--- config.mk ---
export PLATFORM = sky130hd
export DESIGN_NAME = axi_full_bram_bridge
export DESIGN_NICKNAME = d
export VERILOG_FILES = /design/src/rtl/axi_full_bram_bridge.sv
export SDC_FILE = /design/constraint.sdc
export NUM_CORES = 1
export LEC_CHECK = 0
export ABC_AREA = 1
export CAP_MARGIN = 0
export CORE_MARGIN = 1
export CORE_UTILIZATION = 36
export CTS_CLUSTER_DIAMETER = 30
export CTS_CLUSTER_SIZE = 16
export DETAILED_ROUTE_END_ITERATION = 6
export PLACE_DENSITY = 0.73
export SYNTH_ARGS = -nofsm -noshare
export SYNTH_HDL_FRONTEND = slang
export SYNTH_SLANG_ARGS = --single-unit
--- constraint.sdc ---
create_clock -name S_AXI_ACLK -period 2.6 [get_ports S_AXI_ACLK]
set_input_delay 0.52 -clock S_AXI_ACLK [delete_from_list [all_inputs] [get_ports S_AXI_ACLK]]
set_output_delay 0.52 -clock S_AXI_ACLK [all_outputs]
set_load 0.01 [all_outputs]
--- src/rtl/axi_full_bram_bridge.sv ---
// AXI4-Full slave to dual-port BRAM bridge: independent write and read burst engines.
// Optional macro AXI_BRIDGE_RANGE_CHECK_EN flags beats beyond the BRAM as SLVERR.
`timescale 1ns/1ps

// state  | meaning
// W_IDLE | waiting for AW, AWREADY high
// W_DATA | accepting write beats, driving BRAM write port
// W_RESP | presenting B response until BREADY
// R_IDLE | waiting for AR, ARREADY high
// R_BURST| issuing BRAM reads under credit control, draining FIFO onto R
module axi_full_bram_bridge #(
   parameter int DATA_WIDTH     = 32,
   parameter int ADDR_WIDTH     = 32,
   parameter int MEM_ADDR_WIDTH = 14,
   parameter int ID_WIDTH       = 1,
   parameter int RD_LATENCY     = 2,
   parameter int RD_FIFO_DEPTH  = 4
) (
   input  logic                        S_AXI_ACLK,
   input  logic                        S_AXI_ARESETN,
   input  logic [ID_WIDTH-1:0]         S_AXI_AWID,
   input  logic [ADDR_WIDTH-1:0]       S_AXI_AWADDR,
   input  logic [7:0]                  S_AXI_AWLEN,
   input  logic [1:0]                  S_AXI_AWBURST,
   input  logic                        S_AXI_AWVALID,
   output logic                        S_AXI_AWREADY,
   input  logic [DATA_WIDTH-1:0]       S_AXI_WDATA,
   input  logic [DATA_WIDTH/8-1:0]     S_AXI_WSTRB,
   input  logic                        S_AXI_WLAST,
   input  logic                        S_AXI_WVALID,
   output logic                        S_AXI_WREADY,
   output logic [ID_WIDTH-1:0]         S_AXI_BID,
   output logic [1:0]                  S_AXI_BRESP,
   output logic                        S_AXI_BVALID,
   input  logic                        S_AXI_BREADY,
   input  logic [ID_WIDTH-1:0]         S_AXI_ARID,
   input  logic [ADDR_WIDTH-1:0]       S_AXI_ARADDR,
   input  logic [7:0]                  S_AXI_ARLEN,
   input  logic [1:0]                  S_AXI_ARBURST,
   input  logic                        S_AXI_ARVALID,
   output logic                        S_AXI_ARREADY,
   output logic [ID_WIDTH-1:0]         S_AXI_RID,
   output logic [DATA_WIDTH-1:0]       S_AXI_RDATA,
   output logic [1:0]                  S_AXI_RRESP,
   output logic                        S_AXI_RLAST,
   output logic                        S_AXI_RVALID,
   input  logic                        S_AXI_RREADY,
   output logic                        wr_en,
   output logic [MEM_ADDR_WIDTH-1:0]   wr_addr,
   output logic [DATA_WIDTH-1:0]       wr_data,
   output logic [DATA_WIDTH/8-1:0]     wr_strb,
   output logic                        rd_en,
   output logic [MEM_ADDR_WIDTH-1:0]   rd_addr,
   input  logic [DATA_WIDTH-1:0]       rd_data
);

   localparam int BYTES = DATA_WIDTH / 8;
   localparam int OFFS  = $clog2(BYTES);
   localparam int PW    = $clog2(RD_FIFO_DEPTH);
   localparam int CW    = PW + 1;

   typedef enum logic [1:0] {W_IDLE, W_DATA, W_RESP} w_state_e;
   typedef enum logic       {R_IDLE, R_BURST}         r_state_e;

   w_state_e                w_state_q, w_state_d;
   r_state_e                r_state_q, r_state_d;

   logic [ID_WIDTH-1:0]     awid_q, arid_q;
   logic [ADDR_WIDTH-1:0]   awaddr_q, araddr_q;
   logic [7:0]              awlen_q, arlen_q;
   logic [1:0]              awburst_q, arburst_q;
   logic [7:0]              wcnt_q, rcnt_q;
   logic                    werr_q;
   logic [8:0]              issued_q;
   logic [CW-1:0]           credits_q, count_q;
   logic [RD_LATENCY-1:0]   vld_q, perr_q;
   logic [RD_LATENCY:0]     vld_pipe, perr_pipe;
   logic [PW-1:0]           wptr_q, rptr_q;
   logic [DATA_WIDTH-1:0]   fifo_data_q [RD_FIFO_DEPTH];
   logic                    fifo_err_q  [RD_FIFO_DEPTH];

   logic aw_hs, w_beat, w_last, ar_hs, rd_issue, r_pop, push, w_oor, r_oor;
   logic unused_wlast;

   // WLAST is not used for termination; the beat counter decides.
   assign unused_wlast = S_AXI_WLAST;

   function automatic logic [ADDR_WIDTH-1:0] next_addr(input logic [ADDR_WIDTH-1:0] a,
                                                       input logic [7:0] len,
                                                       input logic [1:0] burst);
      logic [ADDR_WIDTH-1:0] inc, mask;
      inc  = a + ADDR_WIDTH'(BYTES);
      mask = (ADDR_WIDTH'(len) << OFFS) | ADDR_WIDTH'(BYTES - 1);
      case (burst)
         2'b00:   return a;
         2'b10:   return (a & ~mask) | (inc & mask);
         default: return inc;
      endcase
   endfunction

`ifdef AXI_BRIDGE_RANGE_CHECK_EN
   assign w_oor = (awaddr_q >> (MEM_ADDR_WIDTH + OFFS)) != '0;
   assign r_oor = (araddr_q >> (MEM_ADDR_WIDTH + OFFS)) != '0;
`else
   assign w_oor = 1'b0;
   assign r_oor = 1'b0;
`endif

   // ---------------- write engine ----------------
   always_ff @(posedge S_AXI_ACLK) begin
      if (!S_AXI_ARESETN) w_state_q <= W_IDLE;
      else                w_state_q <= w_state_d;
   end

   always_comb begin
      w_state_d = w_state_q;
      case (w_state_q)
         W_IDLE:  if (S_AXI_AWVALID) w_state_d = W_DATA;
         W_DATA:  if (w_last)        w_state_d = W_RESP;
         W_RESP:  if (S_AXI_BREADY)  w_state_d = W_IDLE;
         default: w_state_d = W_IDLE;
      endcase
   end

   always_comb begin
      S_AXI_AWREADY = 1'b0;
      S_AXI_WREADY  = 1'b0;
      S_AXI_BVALID  = 1'b0;
      case (w_state_q)
         W_IDLE:  S_AXI_AWREADY = 1'b1;
         W_DATA:  S_AXI_WREADY  = 1'b1;
         W_RESP:  S_AXI_BVALID  = 1'b1;
         default: ;
      endcase
   end

   assign aw_hs  = S_AXI_AWREADY & S_AXI_AWVALID;
   assign w_beat = S_AXI_WREADY & S_AXI_WVALID;
   assign w_last = w_beat & (wcnt_q == awlen_q);

   always_ff @(posedge S_AXI_ACLK) begin
      if (!S_AXI_ARESETN) begin
         awid_q    <= '0;
         awaddr_q  <= '0;
         awlen_q   <= '0;
         awburst_q <= '0;
         wcnt_q    <= '0;
         werr_q    <= 1'b0;
      end else if (aw_hs) begin
         awid_q    <= S_AXI_AWID;
         awaddr_q  <= S_AXI_AWADDR;
         awlen_q   <= S_AXI_AWLEN;
         awburst_q <= S_AXI_AWBURST;
         wcnt_q    <= '0;
         werr_q    <= 1'b0;
      end else if (w_beat) begin
         awaddr_q  <= next_addr(awaddr_q, awlen_q, awburst_q);
         wcnt_q    <= wcnt_q + 8'd1;
         werr_q    <= werr_q | w_oor;
      end
   end

   assign wr_en       = w_beat & ~w_oor;
   assign wr_addr     = awaddr_q[OFFS +: MEM_ADDR_WIDTH];
   assign wr_data     = w_beat ? S_AXI_WDATA : '0;
   assign wr_strb     = w_beat ? S_AXI_WSTRB : '0;
   assign S_AXI_BID   = awid_q;
   assign S_AXI_BRESP = {werr_q, 1'b0};

   // ---------------- read engine ----------------
   always_ff @(posedge S_AXI_ACLK) begin
      if (!S_AXI_ARESETN) r_state_q <= R_IDLE;
      else                r_state_q <= r_state_d;
   end

   always_comb begin
      r_state_d = r_state_q;
      case (r_state_q)
         R_IDLE:  if (S_AXI_ARVALID)         r_state_d = R_BURST;
         R_BURST: if (r_pop && S_AXI_RLAST)  r_state_d = R_IDLE;
         default: r_state_d = R_IDLE;
      endcase
   end

   always_comb begin
      S_AXI_ARREADY = 1'b0;
      rd_issue      = 1'b0;
      case (r_state_q)
         R_IDLE:  S_AXI_ARREADY = 1'b1;
         R_BURST: rd_issue = ({1'b0, arlen_q} >= issued_q) && (credits_q != '0);
         default: ;
      endcase
   end

   assign ar_hs     = S_AXI_ARREADY & S_AXI_ARVALID;
   assign r_pop     = S_AXI_RVALID & S_AXI_RREADY;
   assign rd_en     = rd_issue;
   assign rd_addr   = araddr_q[OFFS +: MEM_ADDR_WIDTH];
   assign vld_pipe  = {vld_q, rd_issue};
   assign perr_pipe = {perr_q, rd_issue & r_oor};
   assign push      = vld_q[RD_LATENCY-1];

   // Credits cover FIFO entries plus reads still in the latency pipe.
   always_ff @(posedge S_AXI_ACLK) begin
      if (!S_AXI_ARESETN) begin
         arid_q    <= '0;
         araddr_q  <= '0;
         arlen_q   <= '0;
         arburst_q <= '0;
         issued_q  <= '0;
         rcnt_q    <= '0;
         credits_q <= CW'(RD_FIFO_DEPTH);
         vld_q     <= '0;
         perr_q    <= '0;
         wptr_q    <= '0;
         rptr_q    <= '0;
         count_q   <= '0;
      end else begin
         if (ar_hs) begin
            arid_q    <= S_AXI_ARID;
            araddr_q  <= S_AXI_ARADDR;
            arlen_q   <= S_AXI_ARLEN;
            arburst_q <= S_AXI_ARBURST;
            issued_q  <= '0;
            rcnt_q    <= '0;
         end else begin
            if (rd_issue) begin
               araddr_q <= next_addr(araddr_q, arlen_q, arburst_q);
               issued_q <= issued_q + 9'd1;
            end
            if (r_pop) rcnt_q <= rcnt_q + 8'd1;
         end
         credits_q <= credits_q - CW'(rd_issue) + CW'(r_pop);
         vld_q     <= vld_pipe[RD_LATENCY-1:0];
         perr_q    <= perr_pipe[RD_LATENCY-1:0];
         if (push)  wptr_q <= wptr_q + PW'(1);
         if (r_pop) rptr_q <= rptr_q + PW'(1);
         count_q   <= count_q + CW'(push) - CW'(r_pop);
      end
   end

   always_ff @(posedge S_AXI_ACLK) begin
      if (push) begin
         fifo_data_q[wptr_q] <= perr_q[RD_LATENCY-1] ? '0 : rd_data;
         fifo_err_q[wptr_q]  <= perr_q[RD_LATENCY-1];
      end
   end

   assign S_AXI_RVALID = (count_q != '0);
   assign S_AXI_RDATA  = S_AXI_RVALID ? fifo_data_q[rptr_q] : '0;
   assign S_AXI_RRESP  = (S_AXI_RVALID && fifo_err_q[rptr_q]) ? 2'b10 : 2'b00;
   assign S_AXI_RLAST  = S_AXI_RVALID && (rcnt_q == arlen_q);
   assign S_AXI_RID    = arid_q;

endmodule

==> impl_metrics.csv <==
group,metric,value,unit
timing,skew,0.0119,ns
global_route,grt_usage,0.195,
pwr,net-switching-power,3840,uW
cts,clock_latency,0.53,ns
pwr,clockPowerShare,0.464,
cells_and_area,diodes,0,
min_path,min_path_type,"reg -> reg",
yosys,syn-cell-area,10500,um^2
pwr,p_leak,0.00653,uW
yosys,synth-seq-area-share,0.540,
global_route,gr-total-overflow,0,
pwr,combPwrFrac,0.238,
timing,setup_viol_count_final,0,
floorplan,core,28700,um^2
yosys,ys_warn_count,0,
timing,hold_slack,0.408,ns
pwr,netSwitchingFraction,0.282,
critical_path,timing.rr.end,"credits_q[2]$_SDFF_PN1_",
cts,cts_inserted_buffers,48,
cts,path_clk_slew,0.05,ns
yosys,synth_area_leaders,"edfxtp_1, dfxtp_1, nor2_1",
placement,io_buffers,230,
route,drt-total-wl,29200,um
critical_path,end_kind,"primary output",
min_path,holdPathStages,2,
critical_path,start_kind,"register",
critical_path,r2r_cells,16,
route,drt_iter0_markers,534,
critical_path,cp_slowest_cell,"dfxtp_4",
floorplan,die_area,29900,um^2
cts,cts_tree,"yes",
global_route,antenna_found_initial,0,
yosys,yosys.area.top_type_share,0.365,
pwr,ir_drop,0.000433,V
route,routedWlPerCell,15.1,um
cells_and_area,syn2layout_area_growth,46.9,%
critical_path,required,2.08,ns
cts,ctsRootBufferMaster,"clkbuf_16",
min_path,min_from,"vld_q[0]$_SDFF_PN0_",
flow_run,cap_violations,0,
route,num_vias,9369,
critical_path,crit_arrival,1.99,ns
placement,pre_cts_slack,-0.00405,ns
critical_path,r2r_slack,0.15,ns
timing,relSlewSlack,0.609,
route,firstDrtPassIters,5,
placement,place.gp.congestion,0.885,
placement,place_hpwl,18400,um
global_route,grt_pass1_wl,47400,um
timing,tightest_slew,0.581,ns
yosys,syn_avg_cell_area,8.49,um^2
yosys,ys_types,48,
critical_path,crit_path_max_incr_delay,0.37,ns
floorplan,start_util,0.367,
critical_path,crit_fanout,16,
route,post-route-drc-count,0,
timing,hold_violations,0,
route,ant_nets,0,
global_route,grt_max_degree,43,
cts,clkSinkCount,220,
min_path,holdPathEnd,"vld_q[1]$_SDFF_PN0_",
cells_and_area,nNetsFinal,1703,
route,m1WireLength,12200,um
cts,hold_buffers,0,
timing,max_freq,399,MHz
cts,clk_path_buf_depth,3,
pwr,p_int,9770,uW
critical_path,worstReg2RegStart,"arlen_q[4]$_SDFFE_PN0P_",
route,vias_per_cell,4.83,
route,wl_met2,14400,um
timing,finalWorstSetupSlack,0.0918,ns
timing,maxSlewViolCount,0,
floorplan,die_y,173,um
route,top_layer,"met4",
timing,period_share,0.965,
status,status,"complete, no violations",
pwr,seq_power_share,0.298,
global_route,grt_pass1_vias,9413,
cts,htreeDepth,2,
pwr,powerDensity,881,nW/um^2
yosys,synth_top_cell_by_area,"edfxtp_1",
yosys,ys_ff_latch,220,
critical_path,crit_type,"reg -> out",
timing,finalCriticalPeriod,2.51,ns
floorplan,row_count,62,
floorplan,die_x,173,um
critical_path,crit_chain,"buf_4 -> buf_4 -> buf_12 -> nor2_1 -> nor2_1 -> o21ai_0 -> a21oi_1 -> clkdlybuf4s15_1",
cells_and_area,layout-drive-gt1-share,0.129,
yosys,synthCells,1240,
floorplan,io_pins,272,
route,dr_wl_met3,2040,um
==> synth_stat cells (all sizes together) <==
master	instances
and2	1
o31ai	1
conb	1
nor2	247
nand3b	1
o21a	1
nor4	2
mux2i	1
edfxtp	128
ha	21
inv	160
nor3b	6
dfxtp	92
buf	25
or2	1
a31o	1
nor4b	1
a21oi	99
a22oi	3
xnor2	5
nor3	18
o21ai	127
o211ai	2
nand2	167
clkinv	2
clkbuf	30
xor2	16
fa	2
nand3	50
a211oi	4
a31oi	3
o211a	1
nand4	21
==> power groups by stage <==
stage	Clock, uW	Combinational, uW	Sequential, uW
global placement	0	3030	4090
finish	6320	3240	4050
global route	6590	3570	4080
detailed placement	0	3090	4100
CTS	6390	3190	4050
floorplan	0	1580	4080
==> final cells by class <==
cell class              count  area, um^2
fillers                  2524       13200
flip-flops and latches    220        5700
multi-input cells         806        4110
repair buffers            280        2830
clock buffers              61        1340
inverters                 162         619
well taps                 384         480
clock inverters            27         380
==> worst max path at each step <==
stage,from,end,depth (start not counted)
after detailed placement,S_AXI_RREADY,credits_q[2]$_SDFF_PN1_,11
after global routing,issued_q[7]$_SDFFE_PP0P_,rd_en,12
after floorplan,issued_q[3]$_SDFFE_PP0P_,credits_q[2]$_SDFF_PN1_,17
final,register,S_AXI_RDATA[2],8
after CTS,register,S_AXI_RDATA[8],8
after global placement,S_AXI_RREADY,credits_q[2]$_SDFF_PN1_,11
==> sequential cells by signal (all words and copies together), names as in the netlist, 3 cells and up, named ones only <==
register / flops
araddr_q: 7
arlen_q: 8
awaddr_q: 7
awlen_q: 8
count_q: 3
credits_q: 3
fifo_data_q: 128
issued_q: 9
rcnt_q: 8
wcnt_q: 8
==> layout by cell type, fill, tap and decap left out, types with 21 or more instances in the layout <==
cell type	netlist	layout
clkdlybuf4s50_1	0	177
inv_1	153	151
edfxtp_1	128	128
buf_4	8	36
clkbuf_16	0	50
dfxtp_1	92	85
nand2_1	162	158
nor2_1	239	238
nand3_1	50	50
a21oi_1	97	96
nand4_1	21	21
o21ai_0	123	119
==> cells by family after synthesis <==
group,Yosys count,share of synthesized area
simple gates,515,0.209
compound gates,242,0.120
flops,220,0.540
buf+inv,217,0.0831
fa+ha+maj,23,0.0288
xor+xnor,21,0.0175
other cells,1,0.000356
mux,1,0.000951
==> stage by stage <==
step,total power (uW),TNS (ns),cell area (um^2),instances,util
after floorplan,5660,0,10500,1243,-
after global placement,7120,0,13400,1838,0.467
after detailed placement,7190,-0.00405,13400,1838,0.467
after CTS,13600,0,15300,1934,0.533
after global routing,14200,-0.00872,15500,1940,0.539
final,13600,0,15500,1940,0.539
==> worst max-delay path, delay by kind of cell, from the launching register on <==
| kind | cells | cell delay [ns] |
|---|---|---|
| AOI/OAI and AO/OA | 2 | 0.26 |
| buffers and inverters | 4 | 0.71 |
| and+or+nand+nor | 2 | 0.13 |
| DFF | 1 | 0.37 |
==> timing repair <==
action | CTS | global route
setup endpoints to repair | 34 | 64
resized for setup | 51 | 77
pin swaps | 0 | 9
buffers inserted | 3 | 6
gates cloned | 5 | 0
==> layer usage <==
layer,GRT usage,up-vias
met5,0,-
met4,0.0575,0
met3,0.0444,50
met2,0.344,349
met1,0.237,4322
li1,-,4648
No activity file was read; power rests on OpenSTA's default activity.
